[src/rtl/echo_pkg.sv]
// rtl/echo_pkg.sv - shared glyph table, segment indices and width helper for echo_scan
package echo_pkg;

    localparam int SEG_A = 6;
    localparam int SEG_B = 5;
    localparam int SEG_C = 4;
    localparam int SEG_D = 3;
    localparam int SEG_E = 2;
    localparam int SEG_F = 1;
    localparam int SEG_G = 0;

    // Hex glyphs 0..F, bit order {a,b,c,d,e,f,g}
    localparam logic [6:0] GLYPH [16] = '{
        7'h7E, 7'h30, 7'h6D, 7'h79, 7'h33, 7'h5B, 7'h5F, 7'h70,
        7'h7F, 7'h7B, 7'h77, 7'h1F, 7'h4E, 7'h3D, 7'h4F, 7'h47
    };

    function automatic int clog2(input int value);
        int w;
        w = 0;
        while ((1 << w) < value) begin
            w = w + 1;
        end
        return w;
    endfunction

endpackage

[src/rtl/echo_scan_if.sv]
// rtl/echo_scan_if.sv - control inputs and display outputs of echo_scan
interface echo_scan_if #(
    parameter int DIGITS = 4
);
    import echo_pkg::*;

    localparam int CW = clog2(DIGITS + 1);

    logic              RE;
    logic              LD;
    logic              CLR;
    logic [3:0]        E;
    logic              LZB;
    logic [DIGITS-1:0] AN;
    logic [6:0]        SEG;
    logic [CW-1:0]     CNT;
    logic              OVF;

    modport master (
        output RE, LD, CLR, E, LZB,
        input  AN, SEG, CNT, OVF
    );

    modport slave (
        input  RE, LD, CLR, E, LZB,
        output AN, SEG, CNT, OVF
    );

endinterface

[src/rtl/echo_seg7.sv]
// rtl/echo_seg7.sv - combinational 4-bit code to seven-segment glyph decoder
module echo_seg7
    import echo_pkg::*;
(
    input  logic [3:0] code,
    output logic [6:0] seg
);

    logic [6:0] glyph;

    assign glyph = GLYPH[code];

    // Pin order on the board connector is fixed as {a,b,c,d,e,f,g}
    assign seg = {glyph[SEG_A], glyph[SEG_B], glyph[SEG_C], glyph[SEG_D],
                  glyph[SEG_E], glyph[SEG_F], glyph[SEG_G]};

endmodule

[src/rtl/echo_scan.sv]
// rtl/echo_scan.sv - shift-register digit store driving a multiplexed seven-segment display
module echo_scan
    import echo_pkg::*;
#(
    parameter int DIGITS   = 4,
    parameter int SCAN_DIV = 1000
) (
    input  logic        CLK,
    input  logic        RS,
    echo_scan_if.slave  bus
);

    localparam int CW = clog2(DIGITS + 1);
    localparam int PW = (SCAN_DIV > 1) ? clog2(SCAN_DIV) : 1;
    localparam int IW = clog2(DIGITS);

    logic [3:0]        d [DIGITS];
    logic [CW-1:0]     cnt;
    logic              ovf;
    logic [PW-1:0]     p;
    logic [IW-1:0]     idx;
    logic [DIGITS-1:0] zero_from;
    logic              acc;
    logic              blank;
    logic              load;
    logic [6:0]        glyph;
    logic [DIGITS-1:0] an_q;
    logic [6:0]        seg_q;

    assign load = bus.LD && bus.RE && !bus.CLR;

    always_ff @(posedge CLK or posedge RS) begin
        if (RS) begin
            for (int i = 0; i < DIGITS; i++) begin
                d[i] <= 4'h0;
            end
            cnt <= '0;
            ovf <= 1'b0;
        end else if (bus.CLR) begin
            for (int i = 0; i < DIGITS; i++) begin
                d[i] <= 4'h0;
            end
            cnt <= '0;
            ovf <= 1'b0;
        end else if (load) begin
            for (int i = DIGITS - 1; i > 0; i--) begin
                d[i] <= d[i-1];
            end
            d[0] <= bus.E;
            if (cnt == CW'(DIGITS)) begin
                ovf <= 1'b1;
            end else begin
                cnt <= cnt + 1'b1;
            end
        end
    end

    // Prescaler and scan index free-run regardless of enable and clear
    always_ff @(posedge CLK or posedge RS) begin
        if (RS) begin
            p   <= '0;
            idx <= '0;
        end else if (p == PW'(SCAN_DIV - 1)) begin
            p   <= '0;
            idx <= (idx == IW'(DIGITS - 1)) ? '0 : idx + 1'b1;
        end else begin
            p <= p + 1'b1;
        end
    end

    // zero_from[i] is set when digits i and above are all zero
    always_comb begin
        zero_from = '0;
        acc       = 1'b1;
        for (int i = DIGITS - 1; i >= 0; i--) begin
            acc          = acc && (d[i] == 4'h0);
            zero_from[i] = acc;
        end
    end

    assign blank = bus.LZB && (idx != '0) && zero_from[idx];

    echo_seg7 u_seg7 (
        .code (d[idx]),
        .seg  (glyph)
    );

    always_ff @(posedge CLK or posedge RS) begin
        if (RS) begin
            an_q  <= '0;
            seg_q <= '0;
        end else if (!bus.RE) begin
            an_q  <= '0;
            seg_q <= '0;
        end else begin
            an_q  <= DIGITS'(1) << idx;
            seg_q <= blank ? 7'h00 : glyph;
        end
    end

    assign bus.AN  = an_q;
    assign bus.SEG = seg_q;
    assign bus.CNT = cnt;
    assign bus.OVF = ovf;

endmodule

[src/flat_wrapper.sv]
// flat-port wrapper written by rule: the top's interface ports become plain ports
module echo_scan_flat import echo_pkg::*;
#(
    parameter int DIGITS   = 4,
    parameter int SCAN_DIV = 1000
)
  (CLK, RS, bus_RE, bus_LD, bus_CLR, bus_E, bus_LZB, bus_AN, bus_SEG, bus_CNT, bus_OVF);
  echo_scan_if #(.DIGITS(DIGITS)) bus_i ();
  input  logic CLK;
  input  logic RS;
  input wire logic [$bits(bus_i.RE)-1:0] bus_RE;
  input wire logic [$bits(bus_i.LD)-1:0] bus_LD;
  input wire logic [$bits(bus_i.CLR)-1:0] bus_CLR;
  input wire logic [$bits(bus_i.E)-1:0] bus_E;
  input wire logic [$bits(bus_i.LZB)-1:0] bus_LZB;
  output wire logic [$bits(bus_i.AN)-1:0] bus_AN;
  output wire logic [$bits(bus_i.SEG)-1:0] bus_SEG;
  output wire logic [$bits(bus_i.CNT)-1:0] bus_CNT;
  output wire logic [$bits(bus_i.OVF)-1:0] bus_OVF;
  assign bus_i.RE = bus_RE;
  assign bus_i.LD = bus_LD;
  assign bus_i.CLR = bus_CLR;
  assign bus_i.E = bus_E;
  assign bus_i.LZB = bus_LZB;
  assign bus_AN = bus_i.AN;
  assign bus_SEG = bus_i.SEG;
  assign bus_CNT = bus_i.CNT;
  assign bus_OVF = bus_i.OVF;
  echo_scan #(.DIGITS(DIGITS), .SCAN_DIV(SCAN_DIV)) u_core (.CLK(CLK), .RS(RS), .bus(bus_i));
endmodule
[config.mk]
export PLATFORM = sky130hd
export DESIGN_NAME = echo_scan_flat
export DESIGN_NICKNAME = d
export VERILOG_FILES = /design/src/rtl/echo_pkg.sv /design/src/rtl/echo_scan_if.sv /design/src/rtl/echo_seg7.sv /design/src/rtl/echo_scan.sv /design/src/flat_wrapper.sv
export SDC_FILE = /design/constraint.sdc
export NUM_CORES = 1
export LEC_CHECK = 0
export CORE_MARGIN = 5
export CORE_UTILIZATION = 50
export CTS_BUF_LIST = sky130_fd_sc_hd__clkbuf_2
export DETAILED_ROUTE_END_ITERATION = 12
export PLACE_DENSITY = 0.72
export SETUP_SLACK_MARGIN = 0.1
export SLEW_MARGIN = 20
export SYNTH_ARGS = -nofsm -noshare
export SYNTH_HDL_FRONTEND = slang
export SYNTH_SLANG_ARGS = --single-unit
[constraint.sdc]
create_clock -name CLK -period 5.6 [get_ports CLK]
set_input_delay 0.56 -clock CLK [delete_from_list [all_inputs] [get_ports CLK]]
set_output_delay 0.56 -clock CLK [all_outputs]
set_load 0.02 [all_outputs]
== Word-level counts from Yosys, hierarchy flattened ==
Memories as Yosys holds them, arrays and structs flattened.
Index checks and enable logic that the tools add are counted.
Cells by class
  $add $sub $neg: 3
  multiply operators: 0
  div/mod/pow operators: 0
  order comparisons: 3
  eq/ne operators: 4
  shift-type cells: 1
  mux-type cells: 20
  bitwise gates (word level): 2
  reductions and logical operators: 17
Operators by type and width (count)
  $mux 16: 2
  $mux 7: 4
  $logic_not 4->1: 4
  $mux 4: 3
  $add 10x1->10 const B: 1
  $eq 10x10->1 const B: 1
  $mux 10: 1
  $mux 3: 3
  $bmux 4 s2: 1
  $logic_and 1x1->1: 7
  $reduce_bool 2->1: 3
  $ge 5x5->1 const B: 1
  $not 4->5: 1
  $mux 1: 4
  $reduce_and 2->1: 2
  $shl 1x2->4 const A: 1
  $add 3x1->3 const B: 1
  $eq 3x3->1 const B: 1
  $ge 3x3->1 const B: 1
  $lt 2x3->1 const B: 1
  $not 2->3: 1
  $add 2x1->2 const B: 1
  $bmux 1 s2: 1
  $eq 2x2->1 const B: 1
  other kinds (3): 3
Word-level totals
  register bits: 43
  bits in latches: 0
  memory bits (writable): 0
  memory bits (read-only): 112
  bits of input ports: 10
  output and inout port bits: 15
  word-level logic and storage cells: 61
  memories: 1
Memories
  (name not given): depth 16, bits a word 7, read ports 1, clocked after Yosys merged registers in 0, write ports 0, line echo_seg7.sv:11  | assign glyph = GLYPH[code];

== Longest topological paths before layout ==
  word-level depth: 10
  depth in mapped cells: 8
  gate-level depth less buffers: 7

== Hierarchy ==
A second synthesis with hierarchy kept.
Second synthesis, totals
  cells, all modules: 226
  area total of the unflattened synthesis: 2289.7 µm²
By module, submodules not included
  echo_scan: times used 1, cells each 193, area an instance 2001.9 µm², sequential area each 1076.0 µm²
  echo_seg7: times used 1, cells each 33, area an instance 287.8 µm², sequential area each 0.0 µm²

== Worst setup path before layout ==
Ideal clock, no wire load.
  path kind: register to register
  from: register u_core.idx[0]
  to: register u_core.seg_q[6] (netlist: u_core.bus.SEG[6])
  library setup time: 0.153 ns
  arrival time: 1.859 ns
  data required time: 5.447 ns
  path slack: 3.588 ns
  stages on the path, launching flop included: 8
  path buffers: 0
  clock period less this slack: 2.012 ns
  cells stage by stage: dfrtp_1 mux4_1 inv_1 ha_1 nor4b_1 nor3_1 a22o_1 a21oi_1
On the way
  longest elaborated chain between the ends: 10
  elaborated cells between the ends (all ways): 15
  those cells by class: mux (9); bitwise (2); reduce/logical (3); memory (1)
RTL lines
  start: declaration: line echo_scan.sv:21  | logic [IW-1:0] idx;
  start signal: assignment: line echo_scan.sv:65  | idx <= (idx == IW'(DIGITS - 1)) ? '0 : idx + 1'b1;
  $not 2->3 (not written as such): line echo_scan.sv:84  | .code (d[idx]),
  $bmux 4 s2: line echo_scan.sv:84
  $mux 4 (not written as such) (2 in series): line echo_scan.sv:84
  $not 4->5 (not written as such): line echo_seg7.sv:11
  $mem_v2 16x7
  $mux 7 (not written as such) (2 in series): line echo_seg7.sv:11
  $mux 7 *: line echo_scan.sv:97  | seg_q <= blank ? 7'h00 : glyph;
  $mux 7 *: line echo_scan.sv:92  | end else if (!bus.RE) begin
  end signal: assignment: line echo_scan.sv:97
  end: declaration: line echo_scan.sv:28  | logic [6:0] seg_q;
Every way passes the cells marked *; elsewhere a longest branch is shown, timed or not. The select of a mux whose other input is x is not followed.
A chain may end at the register's enable or synchronous reset.

== Worst setup path in the final report ==
Same ends and word-level chain as after synthesis.

==> metrics <==
Post-Place Setup Slack=3.10 ns; Fin Setup TNS=0 ns; initial antenna violation count=0; core area=4380 um2; nets=269; IO buf count=24; Max-Cap Viols=0; worst slew pin tran=0.704 ns; 1st-iter DRT viols=75; # IOs=25; Setup Skew=0.0203 ns; post-CTS resize count=0; post-synth cell types=36; Layout fillers=403; synth top area cells=dfrtp_1, ha_1, nand2_1; post-synth top area share=47.5%; DRT antenna net count=0; Int Power=423 uW; CTS clk-pin slew, worst paths=0.20 ns; Area Growth Syn to Fin=14.2%; Switching Fraction=23.9%; fin crit period=2.59 ns; Clk pwr share=29.9%; post-DR vias/cell=5.46; CTS sink count=43; sequential power share=58.0%; total vias in the final route=1,628; first-pass GRT wire length=7090 um; Slowest cell on crit path=mux4_1; Longest Clk Path Bufs=2; DIE AREA=5980 um2; Most used DFF post-synth=dfrtp_1; Post-synth EDFFs=0; fin util=59.0%; Pwr Density=215 nW/um2; Die Y-Extent=77.3 um; row count=24; critical path endpoint category=flip-flop; Crit Path Category=reg2reg; # diodes=0; Syn. warnings=0; placed insts=291; WHS=0.470 ns; Syn Std Cell Area=2270 um2; largest net degree at the start of global routing=44; Starting Density=51.7%; Multi-input gate area=1110 um2; routed len/inst=13.9 um; Mapped Nets=246; vias in the first global route=1,501; #FFs+latches synth=43; Max stage delay on crit path=0.75 ns; combinational fraction of design power=12.1%; NetSw=133 uW; grt total ovfl=0; register area=1080 um2; ys async rst share=100%; setup bufs post-CTS=0; Peak VDD IR=0.144 mV; CTS Root Cell=clkbuf_2; final slew viol count=0; post-route setup slack=3.01 ns; critical path startpoint category=flip-flop; Synth area leader=dfrtp_1; DP HPWL=2900 um; layout cells sized above 1=7.32%; Routed WL=4140 um; fmax=387 MHz; worst hold path class=reg2reg; Pleak=1.12 nW; Skew-Pair Late Insertion Delay=0.39 ns; gate count of the mapped netlist=223; RSZ-0062 raised after global routing=false; crit-path cells=mux4_1, inv_1, ha_1, nor4b_1, nor3_1, a22o_1, a21oi_1; sequential share of the synthesized area=47.5%; CP Data Arrival Time=2.84 ns; Worst Path Buf+Inv=1; H-tree levels=2; CTS tree=yes; Avg Inst Size Synth=10.2 um2; CTS Buf Count=5; slew margin rel.=52.5%; gr usage total=14.4%; Fin. Hold Viols=0; CP delay by family, top=multiplexers; CP required=5.85 ns; Max FO, Critical Path=15; final setup fails=0; first-pass iteration count of the detailed router=4; residual DRC count=0; Hold-fix buffers, CTS=0; Placer Congestion=0.840; status=finished clean; Tcrit/Tclk final=46.2%; post-route insts no fill=298; Die X=77.3 um
## placed cells by master (no fill, tap or decap), types with 2 or more instances in the layout
master,count
nand3b_1,2
dfrtp_1,43
a21o_1,2
mux4_1,3
nor4b_1,4
inv_1,8
nand2_1,43
or2_2,2
a311oi_1,2
nor3_1,7
mux2i_1,2
clkbuf_2,6
nor4_1,4
mux4_2,2
ha_1,13
nor2_1,18
clkdlybuf4s50_1,24
a21oi_1,23
nand3_1,4
xor2_1,5
xnor2_1,7
and2_1,5
mux2_2,3
## cell usage after synthesis, types with 2 or more instances
| cell type | instances |
|---|---|
| a21oi_1 | 23 |
| xor2_1 | 5 |
| nor3_1 | 7 |
| nor4b_1 | 4 |
| nand3_1 | 4 |
| xnor2_1 | 7 |
| mux2_2 | 3 |
| or2_2 | 2 |
| and2_1 | 5 |
| mux4_2 | 2 |
| dfrtp_1 | 43 |
| a311oi_1 | 2 |
| mux2i_1 | 2 |
| mux4_1 | 3 |
| a21o_1 | 2 |
| nor4_1 | 4 |
| ha_1 | 13 |
| buf_6 | 2 |
| nand3b_1 | 2 |
| inv_1 | 8 |
| clkbuf_1 | 5 |
| nand2_1 | 43 |
| buf_2 | 2 |
| nor2_1 | 18 |
## layout make-up
| type | count | share of cell area [%] |
|---|---|---|
| Clock inverter | 1 | 1.16 |
| Sequential cell | 43 | 41.6 |
| Inverter | 8 | 1.16 |
| Clock buffer | 6 | 1.16 |
| Timing Repair Buffer | 25 | 9.57 |
| Multi-Input combinational cell | 163 | 42.9 |
| Tap cell | 52 | 2.51 |
## layer usage
layer	vias to the layer above	routed length [um]	track usage (%)
met2	38	1880	21.1
met4	0	67	5.15
met3	9	209	3.82
met1	773	1980	20.6
met5	-	0	0
li1	808	-	-
## power by group through the flow
stage / registers (mW) / clock network (mW) / logic, mW
floorplan: 0.334 / 0 / 0.0361
global placement: 0.328 / 0 / 0.0673
detailed placement: 0.328 / 0 / 0.0681
CTS: 0.323 / 0.174 / 0.0683
global route: 0.324 / 0.187 / 0.0741
finish: 0.323 / 0.166 / 0.0671
## state kept, by name, indices dropped and copies added, names as in the netlist
register,count
u_core.bus.CNT,3
u_core.p,10
u_core.idx,2
u_core.bus.AN,4
u_core.d,16
u_core.bus.OVF,1
u_core.bus.SEG,7
## logic make-up (layout without fill, tap and decap cells)
logic type      count (synthesis)  count (layout)  share of synthesized area (%)
compound gates                 32              32                           8.89
xor+xnor                       12              12                           4.64
fa+ha+maj                      13              13                           7.17
buf+inv                        17              40                           3.59
flops                          43              43                           47.5
mux                            10              10                           7.84
simple gates                   96              96                           20.4
## final timing paths
kind                                           start                     endpoint  slack, ns  cells past startpoint
setup / recovery           u_core.idx[0]$_DFFE_PP0N_  u_core.bus.SEG[6]$_DFF_PP0_       3.01                      7
hold / removal                 u_core.p[0]$_DFF_PP0_        u_core.p[0]$_DFF_PP0_       0.47                      1
setup reg to reg           u_core.idx[0]$_DFFE_PP0N_  u_core.bus.SEG[6]$_DFF_PP0_       3.01                      7
hold reg to reg                u_core.p[0]$_DFF_PP0_        u_core.p[0]$_DFF_PP0_       0.47                      1
max in group asynchronous                         RS  u_core.bus.SEG[5]$_DFF_PP0_       4.66                      3
min in group asynchronous                         RS   u_core.bus.OVF$_DFFE_PP0P_       0.56                      3
## per-stage QoR
step                      power, mW  instance area, um2
final                         0.556                2590
after global routing          0.585                2590
after CTS                     0.565                2590
after detailed placement      0.396                2530
after global placement        0.396                2530
after floorplan               0.370                2270
## worst reg2reg max path, cell delays in order (launching register included)
cell     delay [ns]
dfrtp_1        0.71
mux4_1         0.75
inv_1          0.18
ha_1           0.28
nor4b_1        0.08
nor3_1         0.20
a22o_1         0.17
a21oi_1        0.06
Power figures use the tool's default switching activity.
